File: src/rtl/riscv_ctrl_pkg.sv
// Shared encodings for the multicycle RISC-V control path: opcodes, funct3, FSM states,
// datapath select values and the instruction-class decoder.
package riscv_ctrl_pkg;

   localparam logic [6:0] OPC_LOAD   = 7'b0000011;
   localparam logic [6:0] OPC_STORE  = 7'b0100011;
   localparam logic [6:0] OPC_OPIMM  = 7'b0010011;
   localparam logic [6:0] OPC_BRANCH = 7'b1100011;
   localparam logic [6:0] OPC_JAL    = 7'b1101111;

   localparam logic [2:0] F3_LB   = 3'b000;
   localparam logic [2:0] F3_SB   = 3'b000;
   localparam logic [2:0] F3_ADDI = 3'b000;
   localparam logic [2:0] F3_ORI  = 3'b110;
   localparam logic [2:0] F3_BEQ  = 3'b000;

   typedef enum logic [2:0] {
      IDLE, FETCH, DECODE, EXEC, MEM, WB, TRAP
   } state_e;

   localparam logic [1:0] ALU_ADD = 2'b00;
   localparam logic [1:0] ALU_SUB = 2'b01;
   localparam logic [1:0] ALU_OR  = 2'b10;

   localparam logic [1:0] WB_ALU = 2'b00;
   localparam logic [1:0] WB_MDR = 2'b01;
   localparam logic [1:0] WB_PC4 = 2'b10;

   localparam logic PC_PLUS4 = 1'b0;
   localparam logic PC_IMM   = 1'b1;

   typedef enum logic [2:0] {
      INS_ILLEGAL, INS_LB, INS_SB, INS_ADDI, INS_ORI, INS_BEQ, INS_J
   } instr_e;

   // Map IR opcode/funct3 to one of the supported instruction classes.
   function automatic instr_e decode_instr(input logic [6:0] opc, input logic [2:0] f3);
      instr_e cls;
      cls = INS_ILLEGAL;
      case (opc)
         OPC_LOAD:   if (f3 == F3_LB) cls = INS_LB;
         OPC_STORE:  if (f3 == F3_SB) cls = INS_SB;
         OPC_OPIMM: begin
            if (f3 == F3_ADDI)     cls = INS_ADDI;
            else if (f3 == F3_ORI) cls = INS_ORI;
         end
         OPC_BRANCH: if (f3 == F3_BEQ) cls = INS_BEQ;
         OPC_JAL:    cls = INS_J;
         default:    cls = INS_ILLEGAL;
      endcase
      return cls;
   endfunction

endpackage

File: src/rtl/ctrl_wait_timer.sv
// Bounded-wait counter for the memory handshake; expires after MEM_TIMEOUT-1 counted cycles.
module ctrl_wait_timer
#(
   parameter int unsigned MEM_TIMEOUT = 16
)
(
   input  logic clk,
   input  logic rst_n,
   input  logic i_clear,
   input  logic i_enable,
   output logic o_expired_c
);

   localparam int unsigned CW = $clog2(MEM_TIMEOUT);

   logic [CW-1:0] r_count;

   always_ff @(posedge clk or negedge rst_n) begin
      if (!rst_n)        r_count <= '0;
      else if (i_clear)  r_count <= '0;
      else if (i_enable) r_count <= r_count + CW'(1);
   end

   assign o_expired_c = (r_count == CW'(MEM_TIMEOUT - 1));

endmodule

File: src/rtl/multicycle_control.sv
// Multicycle control FSM: sequences fetch/decode/execute/memory/writeback, owns the memory
// handshake timeout, the illegal-instruction trap and the retired-instruction counter.
module multicycle_control
   import riscv_ctrl_pkg::*;
#(
   parameter int unsigned MEM_TIMEOUT = 16,
   parameter int unsigned CNT_W       = 32
)
(
   input  logic             clk,
   input  logic             rst_n,
   input  logic [6:0]       opcode,
   input  logic [2:0]       funct3,
   input  logic             alu_zero,
   input  logic             mem_ready,
   output logic             mem_req,
   output logic             mem_we,
   output logic             mem_addr_sel,
   output logic             ir_write,
   output logic             mdr_write,
   output logic             alu_src_b,
   output logic [1:0]       alu_op,
   output logic             reg_write,
   output logic [1:0]       wb_sel,
   output logic             pc_write,
   output logic             pc_src,
   output logic             retire,
   output logic             trap,
   output logic [CNT_W-1:0] instret
);

   state_e           r_state;
   state_e           w_state_next;
   instr_e           w_instr;
   logic             w_wait_state;
   logic             w_tmr_clear;
   logic             w_tmr_en;
   logic             w_tmr_expired;
   logic [CNT_W-1:0] r_instret;

   assign w_instr      = decode_instr(opcode, funct3);
   assign w_wait_state = (r_state == FETCH) || (r_state == MEM);
   // Timer restarts on every state change and on every accepted request.
   assign w_tmr_clear  = !w_wait_state || mem_ready || (w_state_next != r_state);
   assign w_tmr_en     = w_wait_state && !mem_ready;

   ctrl_wait_timer #(
      .MEM_TIMEOUT (MEM_TIMEOUT)
   ) u_wait_timer (
      .clk         (clk),
      .rst_n       (rst_n),
      .i_clear     (w_tmr_clear),
      .i_enable    (w_tmr_en),
      .o_expired_c (w_tmr_expired)
   );

   always_ff @(posedge clk or negedge rst_n) begin
      if (!rst_n) r_state <= IDLE;
      else        r_state <= w_state_next;
   end

   // Next-state and output decode.
   always_comb begin
      w_state_next = r_state;
      mem_req      = 1'b0;
      mem_we       = 1'b0;
      mem_addr_sel = 1'b0;
      ir_write     = 1'b0;
      mdr_write    = 1'b0;
      alu_src_b    = 1'b0;
      alu_op       = ALU_ADD;
      reg_write    = 1'b0;
      wb_sel       = WB_ALU;
      pc_write     = 1'b0;
      pc_src       = PC_PLUS4;
      trap         = 1'b0;

      case (r_state)
         IDLE: w_state_next = FETCH;

         FETCH: begin
            mem_req = 1'b1;
            if (mem_ready) begin
               ir_write     = 1'b1;
               w_state_next = DECODE;
            end else if (w_tmr_expired) begin
               w_state_next = TRAP;
            end
         end

         DECODE: w_state_next = (w_instr == INS_ILLEGAL) ? TRAP : EXEC;

         EXEC: begin
            case (w_instr)
               INS_ADDI, INS_ORI: begin
                  alu_src_b    = 1'b1;
                  alu_op       = (w_instr == INS_ORI) ? ALU_OR : ALU_ADD;
                  w_state_next = WB;
               end
               INS_LB, INS_SB: begin
                  alu_src_b    = 1'b1;
                  w_state_next = MEM;
               end
               INS_BEQ: begin
                  alu_op       = ALU_SUB;
                  pc_write     = 1'b1;
                  pc_src       = alu_zero;
                  w_state_next = FETCH;
               end
               INS_J: begin
                  pc_write     = 1'b1;
                  pc_src       = PC_IMM;
                  reg_write    = 1'b1;
                  wb_sel       = WB_PC4;
                  w_state_next = FETCH;
               end
               default: w_state_next = TRAP;
            endcase
         end

         MEM: begin
            mem_req      = 1'b1;
            mem_addr_sel = 1'b1;
            alu_src_b    = 1'b1;
            mem_we       = (w_instr == INS_SB);
            if (mem_ready) begin
               if (w_instr == INS_SB) begin
                  pc_write     = 1'b1;
                  w_state_next = FETCH;
               end else begin
                  mdr_write    = 1'b1;
                  w_state_next = WB;
               end
            end else if (w_tmr_expired) begin
               w_state_next = TRAP;
            end
         end

         WB: begin
            reg_write    = 1'b1;
            pc_write     = 1'b1;
            pc_src       = PC_PLUS4;
            w_state_next = FETCH;
            if (w_instr == INS_LB) begin
               wb_sel = WB_MDR;
            end else begin
               alu_src_b = 1'b1;
               alu_op    = (w_instr == INS_ORI) ? ALU_OR : ALU_ADD;
               wb_sel    = WB_ALU;
            end
         end

         TRAP: trap = 1'b1;

         default: w_state_next = IDLE;
      endcase
   end

   assign retire = pc_write;

   always_ff @(posedge clk or negedge rst_n) begin
      if (!rst_n)        r_instret <= '0;
      else if (pc_write) r_instret <= r_instret + CNT_W'(1);
   end

   assign instret = r_instret;

endmodule

File: config.mk
export PLATFORM = sky130hd
export DESIGN_NAME = multicycle_control
export DESIGN_NICKNAME = d
export VERILOG_FILES = /design/src/rtl/riscv_ctrl_pkg.sv /design/src/rtl/ctrl_wait_timer.sv /design/src/rtl/multicycle_control.sv
export SDC_FILE = /design/constraint.sdc
export NUM_CORES = 1
export LEC_CHECK = 0
export ABC_AREA = 1
export CORE_MARGIN = 2
export CORE_UTILIZATION = 32
export DETAILED_ROUTE_END_ITERATION = 10
export GPL_ROUTABILITY_DRIVEN = 0
export SLEW_MARGIN = 25
export SYNTH_ARGS = -nofsm -noshare
export SYNTH_HDL_FRONTEND = slang
export SYNTH_SLANG_ARGS = --single-unit
File: constraint.sdc
create_clock -name clk -period 3.3 [get_ports clk]
set_input_delay 0.66 -clock clk [delete_from_list [all_inputs] [get_ports clk]]
set_output_delay 0.66 -clock clk [all_outputs]
set_load 0.03 [all_outputs]
Word-level counts from Yosys, hierarchy flattened
Cells that the tools add are included.

Flip-flop bits (word level): 39. Input bits: 14. Output and inout bits: 47. Word-level logic and storage cells: 83.

Add/subtract/negate cells: 2. Eq/ne operators: 20. Multiplexer cells: 42. Reduce and logical (&&, ||, !) cells: 16.

Operators with widths (count): $add 32x1->32 const B (1); $mux 3 (8); $eq 3x3->1 const B (7); $mux 1 (18); $pmux 3 s6 (1); $pmux 3 s5 (1); $eq 7x7->1 const B (2); $eq 3x2->1 const B (4); $pmux 2 s2 (3); $reduce_or 2->1 (5); $logic_not 3->1 (3); $pmux 3 s3 (1); $mux 2 (4); $mux 4 (2); $eq 7x2->1 const B (1); $eq 7x5->1 const B (1); $eq 7x6->1 const B (1); $eq 3x1->1 const B (2); $pmux 1 s3 (2); $add 4x1->4 const B (1); $eq 4x4->1 const B (1); $pmux 1 s2 (2); $reduce_or 4->1 (1); $logic_or 1x1->1 (3); other kinds (4) (5).

Longest topological paths before layout
Depth in word-level cells: 11. Gate-level depth with buffers: 14. Gate-level depth less buffers: 14.

Modules after synthesis
From an unflattened synthesis, not the netlist that was laid out.

Cells, all modules: 437. Area total of the unflattened synthesis: 2947.8 um^2.

Modules (own cells, without submodules): multicycle_control (instances 1, cells an instance 411, area an instance 2736.4 um^2, sequential area each 875.8 um^2); ctrl_wait_timer (instances 1, cells an instance 26, area an instance 211.5 um^2, sequential area each 100.1 um^2).

Least setup slack after synthesis
Ideal clock, no wire load.

Path type: input -> output. Start: input port opcode[4]. End: output port retire. Arrival: 2.127 ns. Data required time: 2.640 ns. Slack: 0.513 ns. Stages on the path: 12. Path buffers: 2. Cells stage by stage: inv_1 > nand2_1 > nor2_2 > nand2_2 > nand2_1 > ha_1 > inv_1 > nor2_2 > nand3_4 > nand3_4 > buf_6 > buf_4.

Longest elaborated chain between the ends: 6. Elaborated cells between the ends (all ways): 14. Classes of those cells: eq/ne: 8; mux: 5; reduce/logical: 1.

Ends and longest elaborated chain: from (decl) (line multicycle_control.sv:12) `input logic [6:0] opcode,`; $eq 7x7->1, or another cell as far along (line riscv_ctrl_pkg.sv:40) `case (opc)`; $pmux 3 s5 (*) (line riscv_ctrl_pkg.sv:40); $eq 3x2->1 or $eq 3x3->1 (tied branches) (line multicycle_control.sv:127, multicycle_control.sv:94); $mux 1 or $reduce_or 2->1 (tied branches); $mux 1 (on tied branches) (line multicycle_control.sv:126, multicycle_control.sv:94); $pmux 1 s3 (*) (line multicycle_control.sv:78) `case (r_state)`; to (decl) (line multicycle_control.sv:27) `output logic retire,`.

Every way passes the cells marked *; elsewhere a longest branch is shown, timed or not.

Worst setup path after layout
Start: input port opcode[5]. End: output port retire.

The elaborated chain is that of the path after synthesis.

==> reports/metrics.sh <==
POST_CTS_HOLD_BUFFER_COUNT=0
FIRSTDRTPASSITERS=4
DIE_HEIGHT_UM=99.9
WORSTSETUPPATHTYPE='in2out'
DP_HPWL_MM=5.90
SYNTH.YOSYS.SEQ_AREA_SHARE_PCT=33.1
DRIVE_ABOVE_1_SHARE_PCT=12.9
CRITICAL_PATH_PEAK_FANOUT=3
YOSYSUNIQUECELLTYPES=29
TIMING.SETUP.TNS_PS=0
VDD_DROP_MAX_V=0.000196
GRT_OVERFLOW=0
CLOCK_INSERTION_DELAY_WORST_SKEW_PS=300
ROWS=35
WORST-R2R-SETUP-SLACK_PS=1510
TIMING_HOLD_VIOLATIONS_FINAL=0
AGGREGATE_ROUTED_WIRE_LENGTH_MM=7.83
DRC_ERRORS=0
POST_SYNTH_MAIN_AREA_CONTRIBUTORS='sky130_fd_sc_hd__dfrtp_1 33%, sky130_fd_sc_hd__nand2_1 18%, sky130_fd_sc_hd__nand4_1 8.7%, sky130_fd_sc_hd__nor2_1 6.1%, sky130_fd_sc_hd__inv_1 5.2%'
SETUP_SLACK_PS=88.5
P_PER_AREA_nW_PER_UM2=398
INITIAL_UTILIZATION_PCT=32.5
SYNTH-WARNING-COUNT=0
SYN_NETS=439
TRITONCTS='built'
GRT_MAX_DEGREE=40
SETUP.WORST_PATH.END_CLASS='output port'
CLOCK_TREE.BUFFER_DEPTH=2
INITIAL_ANTENNA_VIOLATION_COUNT=0
WIRE_LENGTH_OF_THE_FIRST_GLOBAL_ROUTING_PASS_MM=13.0
FINCLKSKEW_PS=12.2
MAXCAPVIOLCOUNT=0
FMAX_GHz=0.311
VIAS_IN_THE_FIRST_GLOBAL_ROUTE=2787
CTS-BUFFERS-INSERTED=5
POST-PLACE-CELLS=597
CRIT_PATH_START_KIND='primary input'
PINS_OVER_SLEW_LIMIT=0
TOP_LEVEL_PORTS=61
LEAKAGEPOWER_nW=1.86
ASYNC_RESET_FF_SHARE_PCT=100
CLK_PIN_SLEW_WORST_PATHS_PS=70
HOLDCRITPATHCLASS='reg2reg'
CTS_MAX_LEVEL=2
POST-SYNTH-TOP-AREA-CELL='sky130_fd_sc_hd__dfrtp_1'
AVGSYNTHCELLAREA_SQ_UM=7.03
POST-ROUTE-PERIOD-UTIL_PCT=97.3
OUTCOME='complete, no violations'
DRC_VIOLATION_TOTAL_AFTER_THE_FIRST_TRITONROUTE_ITERATION=117
LAYOUT_MIN_CYCLE_TIME_PS=3210
SETUP_VIOLATIONS=0
SYNTH_TOP_CELL_AREA_SHARE_PCT=33.1
FINALHOLDWORSTSLACK_PS=467
GRT_SETUP_UNREPAIRED='true'
SYNTHTOLAYOUTAREAGROWTH_PCT=29.9
SYNTH_EDF_COUNT=0
CTS_ROOT_BUFFER='sky130_fd_sc_hd__clkbuf_8'
DIEAREA_SQ_UM=9990
SLEW_HEADROOM_PCT=40.7
DR_TOTAL_VIAS=2965
NUMBER_OF_INSTANCES_IN_THE_SYNTHESIZED_NETLIST=419
WIRE_PER_INST_UM=12.9
ANT_NETS=0
GRT_USE_TOTAL_PCT=16.1
YOSYS_REGISTER_BITS=39
SYN-CELL-AREA_SQ_UM=2950
PORT_BUFFERS=60
YS_DOMINANT_REG_CELL='sky130_fd_sc_hd__dfrtp_1'
WORSTMARGINPINSLEW_PS=890
P_TOTAL_mW=1.52
COREAREA_SQ_UM=9060
PLACE_WS_PS=-351
POST_DRT_VIA_CELL_RATIO=4.89
TRITONCTS_NUM_SINKS=39
NETS=514
CP.REQUIRED_PS=2640
POST_ROUTE_NON_FILLER_STANDARD_CELL_COUNT=606
CRITPATHARRIVALTIME_PS=2550
CHIPWIDTH_UM=99.9
ANTENNADIODECOUNT=0
[state kept, by name, indices dropped and copies added, names as in the netlist]
register	flops
instret	32
u_wait_timer.r_count	4
r_state	3
[layer usage]
metal	global-route usage, %	vias up	wire length [um]
met3	3.27	8	356
met5	0	-	0
met2	26.8	87	3690
met1	21.1	1355	3670
met4	5.27	0	106
li1	-	1515	-
[synth_stat cells, types with 4 or more instances]
cell type	number
sky130_fd_sc_hd__xnor2_1	13
sky130_fd_sc_hd__inv_1	41
sky130_fd_sc_hd__nor2_2	5
sky130_fd_sc_hd__a21oi_1	4
sky130_fd_sc_hd__xor2_1	16
sky130_fd_sc_hd__dfrtp_1	39
sky130_fd_sc_hd__buf_2	6
sky130_fd_sc_hd__nand4_1	41
sky130_fd_sc_hd__nor2_1	48
sky130_fd_sc_hd__ha_1	6
sky130_fd_sc_hd__nor3_1	11
sky130_fd_sc_hd__nand3_1	13
sky130_fd_sc_hd__nand3_2	5
sky130_fd_sc_hd__nand2_1	143
[layout make-up]
type / instances / area (sq um)
clock buffer: 7 / 76.3
clock inverter: 1 / 5.00
fill: 961 / 5240
inverter: 41 / 154
multi-input combinational: 326 / 1740
sequential: 39 / 976
tap: 111 / 139
timing repair buffer: 81 / 734
[final timing paths]
check | startpoint | cells after the start | endpoint
worst max register to register | instret[0]$_DFFE_PN0P_ | 9 | instret[26]$_DFFE_PN0P_
worst min-delay path | u_wait_timer.r_count[0]$_DFFE_PN0P_ | 1 | u_wait_timer.r_count[0]$_DFFE_PN0P_
worst min register to register | u_wait_timer.r_count[0]$_DFFE_PN0P_ | 1 | u_wait_timer.r_count[0]$_DFFE_PN0P_
min in group asynchronous | rst_n | 1 | instret[23]$_DFFE_PN0P_
max in group asynchronous | rst_n | 1 | instret[19]$_DFFE_PN0P_
worst max-delay path | opcode[5] | 12 | retire
[logic make-up after synthesis]
logic type               count (synthesis)  synth area share, %
adder cells (fa/ha/maj)                  6                 2.55
AO/OA/AOI/OAI                           12                 2.97
XOR/XNOR                                29                 8.62
flip-flops                              39                 33.1
buffers and inverters                   54                 8.03
AND/OR/NAND/NOR                        279                 44.7
[report_power, final]
part | leakage [nW] | total, mW | internal (mW) | switching [mW]
logic | 1.28 | 0.622 | 0.221 | 0.402
registers | 0.536 | 0.582 | 0.521 | 0.0613
clock network | 0.0422 | 0.319 | 0.148 | 0.170
[cells in the final DEF, fill, tap and decap left out, types with 2 or more instances in the layout]
master                            count
sky130_fd_sc_hd__nand2_1            142
sky130_fd_sc_hd__nand3_2              6
sky130_fd_sc_hd__nand3_1             12
sky130_fd_sc_hd__xor2_1              16
sky130_fd_sc_hd__nor3_2               3
sky130_fd_sc_hd__nand2_2              2
sky130_fd_sc_hd__nor2_2               5
sky130_fd_sc_hd__a21oi_1              4
sky130_fd_sc_hd__inv_2                2
sky130_fd_sc_hd__o211ai_1             3
sky130_fd_sc_hd__o21ai_0              2
sky130_fd_sc_hd__dfrtp_1             39
sky130_fd_sc_hd__nor2_1              48
sky130_fd_sc_hd__nor3_1              11
sky130_fd_sc_hd__nand3_4              3
sky130_fd_sc_hd__nand3b_1             2
sky130_fd_sc_hd__clkbuf_1             2
sky130_fd_sc_hd__buf_2                2
sky130_fd_sc_hd__ha_1                 5
sky130_fd_sc_hd__nand4_1             41
sky130_fd_sc_hd__buf_6                3
sky130_fd_sc_hd__inv_1               39
sky130_fd_sc_hd__buf_4               28
sky130_fd_sc_hd__clkdlybuf4s50_1     48
sky130_fd_sc_hd__clkbuf_8             5
sky130_fd_sc_hd__xnor2_1             13
[critical path, cell delays in order]
cell and delay, ps:
sky130_fd_sc_hd__clkdlybuf4s50_1 490, sky130_fd_sc_hd__nand2_1 90, sky130_fd_sc_hd__nor2_2 150, sky130_fd_sc_hd__buf_4 130
sky130_fd_sc_hd__nand2_2 50, sky130_fd_sc_hd__nand2_2 90, sky130_fd_sc_hd__inv_1 60, sky130_fd_sc_hd__ha_1 190
sky130_fd_sc_hd__buf_4 150, sky130_fd_sc_hd__o211ai_4 200, sky130_fd_sc_hd__nand3_4 120, sky130_fd_sc_hd__buf_6 170
[through the flow]
| step | util (%) | instance area (sq um) |
|---|---|---|
| final | 42.2 | 3830 |
| after global routing | 42.2 | 3830 |
| after CTS | 41.9 | 3800 |
| after detailed placement | 41.1 | 3720 |
| after global placement | 41.1 | 3720 |
| after floorplan | - | 2950 |
[timing repair]
action / CTS / global route
gates resized for setup: 5 / 9
setup buffers: 0 / 1
setup endpoints to repair: 1 / 4
pin swaps: 0 / 3
No activity file was read; power rests on OpenSTA's default activity.
